[config.mk]
export PLATFORM = sky130hd
export DESIGN_NAME = mem_access_unit
export DESIGN_NICKNAME = d
export VERILOG_FILES = /design/src/rtl/mem_access_unit_pkg.sv /design/src/rtl/mem_access_unit_lane_mux.sv /design/src/rtl/mem_access_unit.sv
export SDC_FILE = /design/constraint.sdc
export NUM_CORES = 1
export LEC_CHECK = 0
export ABC_CLOCK_PERIOD_IN_PS = 4200
export BUFFER_PORTS_ARGS = -buffer_cell sky130_fd_sc_hd__buf_4
export CORE_AREA = 2 2 114 116
export DETAILED_ROUTE_END_ITERATION = 16
export DIE_AREA = 0 0 116 118
export GPL_TIMING_DRIVEN = 0
export MAX_ROUTING_LAYER = met4
export PLACE_DENSITY = 0.81
export SYNTH_ARGS = -nofsm -noshare
export SYNTH_HDL_FRONTEND = slang
export SYNTH_HIERARCHICAL = 1
export SYNTH_SLANG_ARGS = --single-unit
[constraint.sdc]
create_clock -name clk -period 4.2 [get_ports clk]
set_input_delay 0.21 -clock clk [delete_from_list [all_inputs] [get_ports clk]]
set_output_delay 0.21 -clock clk [all_outputs]
set_load 0.05 [all_outputs]
[src/rtl/mem_access_unit_pkg.sv]
// Shared definitions for the data-memory access unit: op encodings,
// the FSM state type and the request legality checks used at acceptance.
// No ports; imported by mem_access_unit and lane_mux.
package mau_pkg;

  // Access type encodings; op[1:0] is the size, op[2] selects zero-extend on loads.
  localparam logic [2:0] OP_B  = 3'b000;
  localparam logic [2:0] OP_H  = 3'b001;
  localparam logic [2:0] OP_W  = 3'b010;
  localparam logic [2:0] OP_BU = 3'b100;
  localparam logic [2:0] OP_HU = 3'b101;

  typedef enum logic [1:0] {
    IDLE  = 2'd0,
    READ  = 2'd1,
    WRITE = 2'd2,
    DONE  = 2'd3
  } state_e;

  // Size 11 is never legal. A load with bit 2 set and word size (110) is
  // illegal; stores ignore bit 2, so 110 is a plain word store.
  function automatic logic op_illegal(input logic [2:0] op, input logic wr);
    return (op[1:0] == 2'b11) || (!wr && op[2] && op[1]);
  endfunction

  function automatic logic misaligned(input logic [2:0] op, input logic [1:0] a);
    return ((op[1:0] == 2'b01) && a[0]) ||
           ((op[1:0] == 2'b10) && (a != 2'b00));
  endfunction

endpackage

[src/rtl/mem_access_unit_lane_mux.sv]
// Byte/halfword lane steering: extracts and extends load data from a memory
// word, and merges store data into the word read back for read-modify-write.
// Ports: op_i/lane_i select the access, rd_word_i is the memory word,
// wdata_i the store data; ld_data_o is the extended load, st_word_o the merge.
module lane_mux
  import mau_pkg::*;
(
  input  logic [2:0]  op_i,
  input  logic [1:0]  lane_i,
  input  logic [31:0] rd_word_i,
  input  logic [31:0] wdata_i,
  output logic [31:0] ld_data_o,
  output logic [31:0] st_word_o
);

  logic [7:0]  byte_v;
  logic [15:0] half_v;
  logic        sext;

  always_comb begin
    byte_v    = rd_word_i[{lane_i, 3'b000} +: 8];
    half_v    = rd_word_i[{lane_i[1], 4'b0000} +: 16];
    sext      = ~op_i[2];
    ld_data_o = rd_word_i;
    st_word_o = rd_word_i;
    case (op_i[1:0])
      2'b00: begin
        ld_data_o = {{24{sext & byte_v[7]}}, byte_v};
        st_word_o[{lane_i, 3'b000} +: 8] = wdata_i[7:0];
      end
      2'b01: begin
        ld_data_o = {{16{sext & half_v[15]}}, half_v};
        st_word_o[{lane_i[1], 4'b0000} +: 16] = wdata_i[15:0];
      end
      default: begin
        ld_data_o = rd_word_i;
        st_word_o = wdata_i;
      end
    endcase
  end

endmodule

[src/rtl/mem_access_unit.sv]
// Load/store initiator for the word-addressed data memory: one request at a
// time, sub-word stores done as read-modify-write, loads extended, faults flagged.
// Ports: req/wr/op/addr/wdata request in; busy/done/fault/rdata status out;
// mem_addr/mem_we/mem_wdata drive memory, mem_rd is its combinational read data.
module mem_access_unit
  import mau_pkg::*;
#(
  parameter int ADDR_W = 16
) (
  input  logic              clk,
  input  logic              reset,
  input  logic              req,
  input  logic              wr,
  input  logic [2:0]        op,
  input  logic [31:0]       addr,
  input  logic [31:0]       wdata,
  output logic              busy,
  output logic              done,
  output logic              fault,
  output logic [31:0]       rdata,
  output logic [ADDR_W-1:0] mem_addr,
  output logic              mem_we,
  output logic [31:0]       mem_wdata,
  input  logic [31:0]       mem_rd
);

  state_e              state_q, state_d;
  logic                wr_q, wr_d;
  logic [2:0]          op_q, op_d;
  logic [1:0]          lane_q, lane_d;
  logic [31:0]         wdata_q, wdata_d;
  logic                fault_q, fault_d;
  logic [31:0]         rdata_q, rdata_d;
  logic [ADDR_W-1:0]   mem_addr_q, mem_addr_d;
  logic [31:0]         mem_wdata_q, mem_wdata_d;
  logic [31:0]         ld_data, st_word;
  logic                req_fault;

  // Address bits above the memory's word range are intentionally dropped.
  logic unused_addr_hi;
  assign unused_addr_hi = ^addr[31:ADDR_W+2];

  lane_mux u_lane_mux (
    .op_i      (op_q),
    .lane_i    (lane_q),
    .rd_word_i (mem_rd),
    .wdata_i   (wdata_q),
    .ld_data_o (ld_data),
    .st_word_o (st_word)
  );

  always_comb begin
    state_d     = state_q;
    wr_d        = wr_q;
    op_d        = op_q;
    lane_d      = lane_q;
    wdata_d     = wdata_q;
    fault_d     = fault_q;
    rdata_d     = rdata_q;
    mem_addr_d  = mem_addr_q;
    mem_wdata_d = mem_wdata_q;
    req_fault   = op_illegal(op, wr) || misaligned(op, addr[1:0]);

    case (state_q)
      IDLE: begin
        if (req) begin
          wr_d       = wr;
          op_d       = op;
          lane_d     = addr[1:0];
          wdata_d    = wdata;
          mem_addr_d = addr[ADDR_W+1:2];
          fault_d    = req_fault;
          state_d    = req_fault ? DONE : READ;
        end
      end
      READ: begin
        // Every store reads first, so word and sub-word stores share one latency.
        if (wr_q) begin
          mem_wdata_d = st_word;
          state_d     = WRITE;
        end else begin
          rdata_d = ld_data;
          state_d = DONE;
        end
      end
      WRITE:   state_d = DONE;
      DONE:    state_d = IDLE;
      default: state_d = IDLE;
    endcase

    // Decoded from state so an asynchronous reset kills the write immediately.
    busy   = (state_q != IDLE);
    done   = (state_q == DONE);
    fault  = (state_q == DONE) && fault_q;
    mem_we = (state_q == WRITE);
  end

  always_ff @(posedge clk or posedge reset) begin
    if (reset) begin
      state_q     <= IDLE;
      wr_q        <= 1'b0;
      op_q        <= 3'b000;
      lane_q      <= 2'b00;
      wdata_q     <= 32'h0;
      fault_q     <= 1'b0;
      rdata_q     <= 32'h0;
      mem_addr_q  <= '0;
      mem_wdata_q <= 32'h0;
    end else begin
      state_q     <= state_d;
      wr_q        <= wr_d;
      op_q        <= op_d;
      lane_q      <= lane_d;
      wdata_q     <= wdata_d;
      fault_q     <= fault_d;
      rdata_q     <= rdata_d;
      mem_addr_q  <= mem_addr_d;
      mem_wdata_q <= mem_wdata_d;
    end
  end

  assign rdata     = rdata_q;
  assign mem_addr  = mem_addr_q;
  assign mem_wdata = mem_wdata_q;

endmodule
==> results.json <==
{
  "status": "finished, final reports clean",
  "synthFlopType": "dfrtp_1",
  "cts.clk_slew.worst_paths_ps": 60,
  "post_cts_resized": 0,
  "dp_hpwl_um": 14400,
  "drv_slew": 0,
  "crit_chain": "buf_2, buf_2, inv_2, ha_1, or2_2, nor4_2, nand2_1, o21ai_0, mux2_2",
  "initialDrtViolationCount": 450,
  "insertion_delay_ps": 420,
  "final_nets": 849,
  "drt-pass1-iter-count": 7,
  "cts_setup_buffers": 0,
  "finalWorstSetupSlack_ps": 1280,
  "timing.fmax_mhz": 343,
  "coreArea_um2": 12400,
  "ant_nets": 0,
  "clk_path_buf_depth": 2,
  "synth_area_leaders": "dfrtp_1 (46%), mux2_2 (14%), mux2_4 (11%), nand2_1 (4.0%), a22o_1 (2.1%)",
  "synth_cells": 541,
  "final.period_utilization_pct": 69.4,
  "cts_root_buf": "clkbuf_16",
  "synth_edf_count": 0,
  "cts_sinks": 121,
  "reg2reg_from": "lane_q[1]",
  "p_int_mw": 4.74,
  "switching_power_mw": 4.13,
  "yosysWarnings": 6,
  "worst_pin_slew_ps": 764,
  "grt_start_max_net_pins": 69,
  "p_total_mw": 8.87,
  "cts_hold_buf": 3,
  "hold_start": "wdata[2]",
  "viasPerCell": 5.79,
  "clockPowerShare_pct": 16.8,
  "yosys-top-cells-count": "dfrtp_1 (121), mux2_2 (79), nand2_1 (70), mux2_4 (46), a21oi_1 (26)",
  "ys_seq_area_share_pct": 46.4,
  "grt_pass1_wl_um": 31100,
  "drc": 0,
  "crit_buf_inv": 3,
  "slowest_stage": "nor4_2",
  "cp-startpoint": "lane_q[1]",
  "die_w_um": 116,
  "grtUsageTotal_pct": 31.1,
  "grt_overflow": 0,
  "start_util_pct": 52.5,
  "grt_pass1_vias": 5681,
  "row_count": 41,
  "syn2layout_area_growth_pct": 33.3,
  "antennaDiodeCount": 0,
  "vdd_drop_max_mv": 0.708,
  "htreeDepth": 4,
  "cp_max_fo": 11,
  "hold_class": "in -> reg",
  "async_flop_share_pct": 100,
  "routed_wl_um": 19800,
  "p_seq_share_pct": 25.7,
  "portBuffers": 172,
  "cts_tree": "built",
  "netlist_area_um2": 6520,
  "ys_ff_latch": 121,
  "swShare_pct": 46.5,
  "antenna_found_initial": 0,
  "setup_viol": 0,
  "path_class": "reg -> reg",
  "synth_nets": 654,
  "gp_congestion": 0.913,
  "wire_per_inst_um": 21.5,
  "worst_path_largest_cell_delay_ps": 680,
  "synth_area_per_cell_um2": 12.1,
  "ioPinCount": 187,
  "fin_skew_ps": 8.01,
  "die_h_um": 118,
  "rsz0062_at_grt": "no",
  "hold_viol": 0,
  "fin_crit_ps": 2920,
  "numCtsBuffers": 17,
  "setup_tns_ps": 0,
  "pre_cts_ws_ps": 1360,
  "vias": 5331,
  "yosys.cell_count.top_type": "dfrtp_1",
  "yosysTopAreaCell": "dfrtp_1",
  "cp_top_family": "simple AND/OR/NAND/NOR gates",
  "netlist.area_leader.share_pct": 46.4,
  "crit_top_cell": "buf_2",
  "nFillCells": 900,
  "crit_required_ps": 4560,
  "p_comb_share_pct": 57.6,
  "slew_headroom_pct": 49.1,
  "drv_cap": 0,
  "cp.arrival_ps": 3270,
  "p_leak_nw": 4.21,
  "ys_types": 45,
  "dieArea_um2": 13700,
  "p_per_area_nw_per_um2": 1020,
  "drive_above_1_share_pct": 49.5,
  "cp-end-kind": "register",
  "start_kind": "register"
}
-- metrics by stage --
step | util [%] | cells | hold WS [ps] | instance area (um^2)
floorplan | - | 541 | 359 | 6520
global placement | 64.7 | 885 | 441 | 8030
detailed placement | 64.9 | 886 | 363 | 8060
CTS | 70.0 | 921 | 0.114 | 8690
global route | 70.0 | 921 | 4.28 | 8690
finish | 70.0 | 921 | 14.8 | 8690
-- cell families after synthesis --
kind of cell	after synthesis	synth area share, %
fa+ha+maj	10	1.92
simple gates	108	7.58
mux	137	26.1
buf+inv	44	4.05
flops	121	46.4
compound gates	121	13.9
-- placed cells by master, fill, tap and decap left out, types with 5 or more instances in the layout --
cell type,n
buf_4,175
dfrtp_1,121
mux2_2,79
nand2_1,70
mux2_4,46
a21oi_1,26
clkbuf_16,17
o21ai_0,16
a22o_1,16
nor2_1,13
mux2i_1,12
clkbuf_1,11
ha_1,10
a21oi_2,10
buf_6,9
inv_1,9
nand2b_1,9
a222oi_1,8
a22oi_1,8
buf_2,7
a221o_1,7
o221ai_1,7
nor2b_1,5
a211o_1,5
-- power groups by stage --
stage	Clock [mW]	Combinational (mW)	Sequential, mW
3_3_place_gp	0	4.95	2.23
6_report	1.49	5.11	2.28
4_1_cts	1.50	5.08	2.26
3_5_place_dp	0	5.04	2.25
5_1_grt	1.56	5.39	2.34
2_1_floorplan	0	2.46	3.39
-- state kept, by name, summed over array words and instances, names as in the netlist --
register   cells
wdata_q       32
mem_addr      16
op_q           3
wr_q           1
fault_q        1
lane_q         2
mem_wdata     32
rdata         32
state_q        2
-- metal layers --
| layer | track usage [%] | share of wire (%) | up-vias |
|---|---|---|---|
| met4 | 10.6 | 2.2 | 0 |
| met2 | 47.7 | 47 | 275 |
| met3 | 7.36 | 8.0 | 40 |
| met1 | 40.8 | 43 | 2646 |
| li1 | - | - | 2370 |
| met5 | - | 0 | - |
-- area by class of cell --
| class | instances | area (um^2) | area share [%] |
|---|---|---|---|
| Inverter | 12 | 47.5 | 0.547 |
| Clock inverter | 12 | 138 | 1.58 |
| Timing Repair Buffer | 176 | 1350 | 15.5 |
| Multi-Input combinational cell | 376 | 3230 | 37.2 |
| Tap cell | 172 | 215 | 2.48 |
| Sequential cell | 121 | 3030 | 34.8 |
| Clock buffer | 20 | 467 | 5.37 |
| Buffer | 32 | 219 | 2.52 |
-- path summary, 6_finish.rpt --
path                            endpoint  slack [ps]  cells after the start
max                        mem_wdata[24]        1280                      9
min                           wdata_q[2]          10                      2
max reg2reg                mem_wdata[24]        1280                      9
min reg2reg                      fault_q         480                      2
max in group asynchronous   mem_wdata[9]        2960                      4
min in group asynchronous    mem_addr[2]         460                      3
Note: power is estimated with default switching activity, not from simulation.
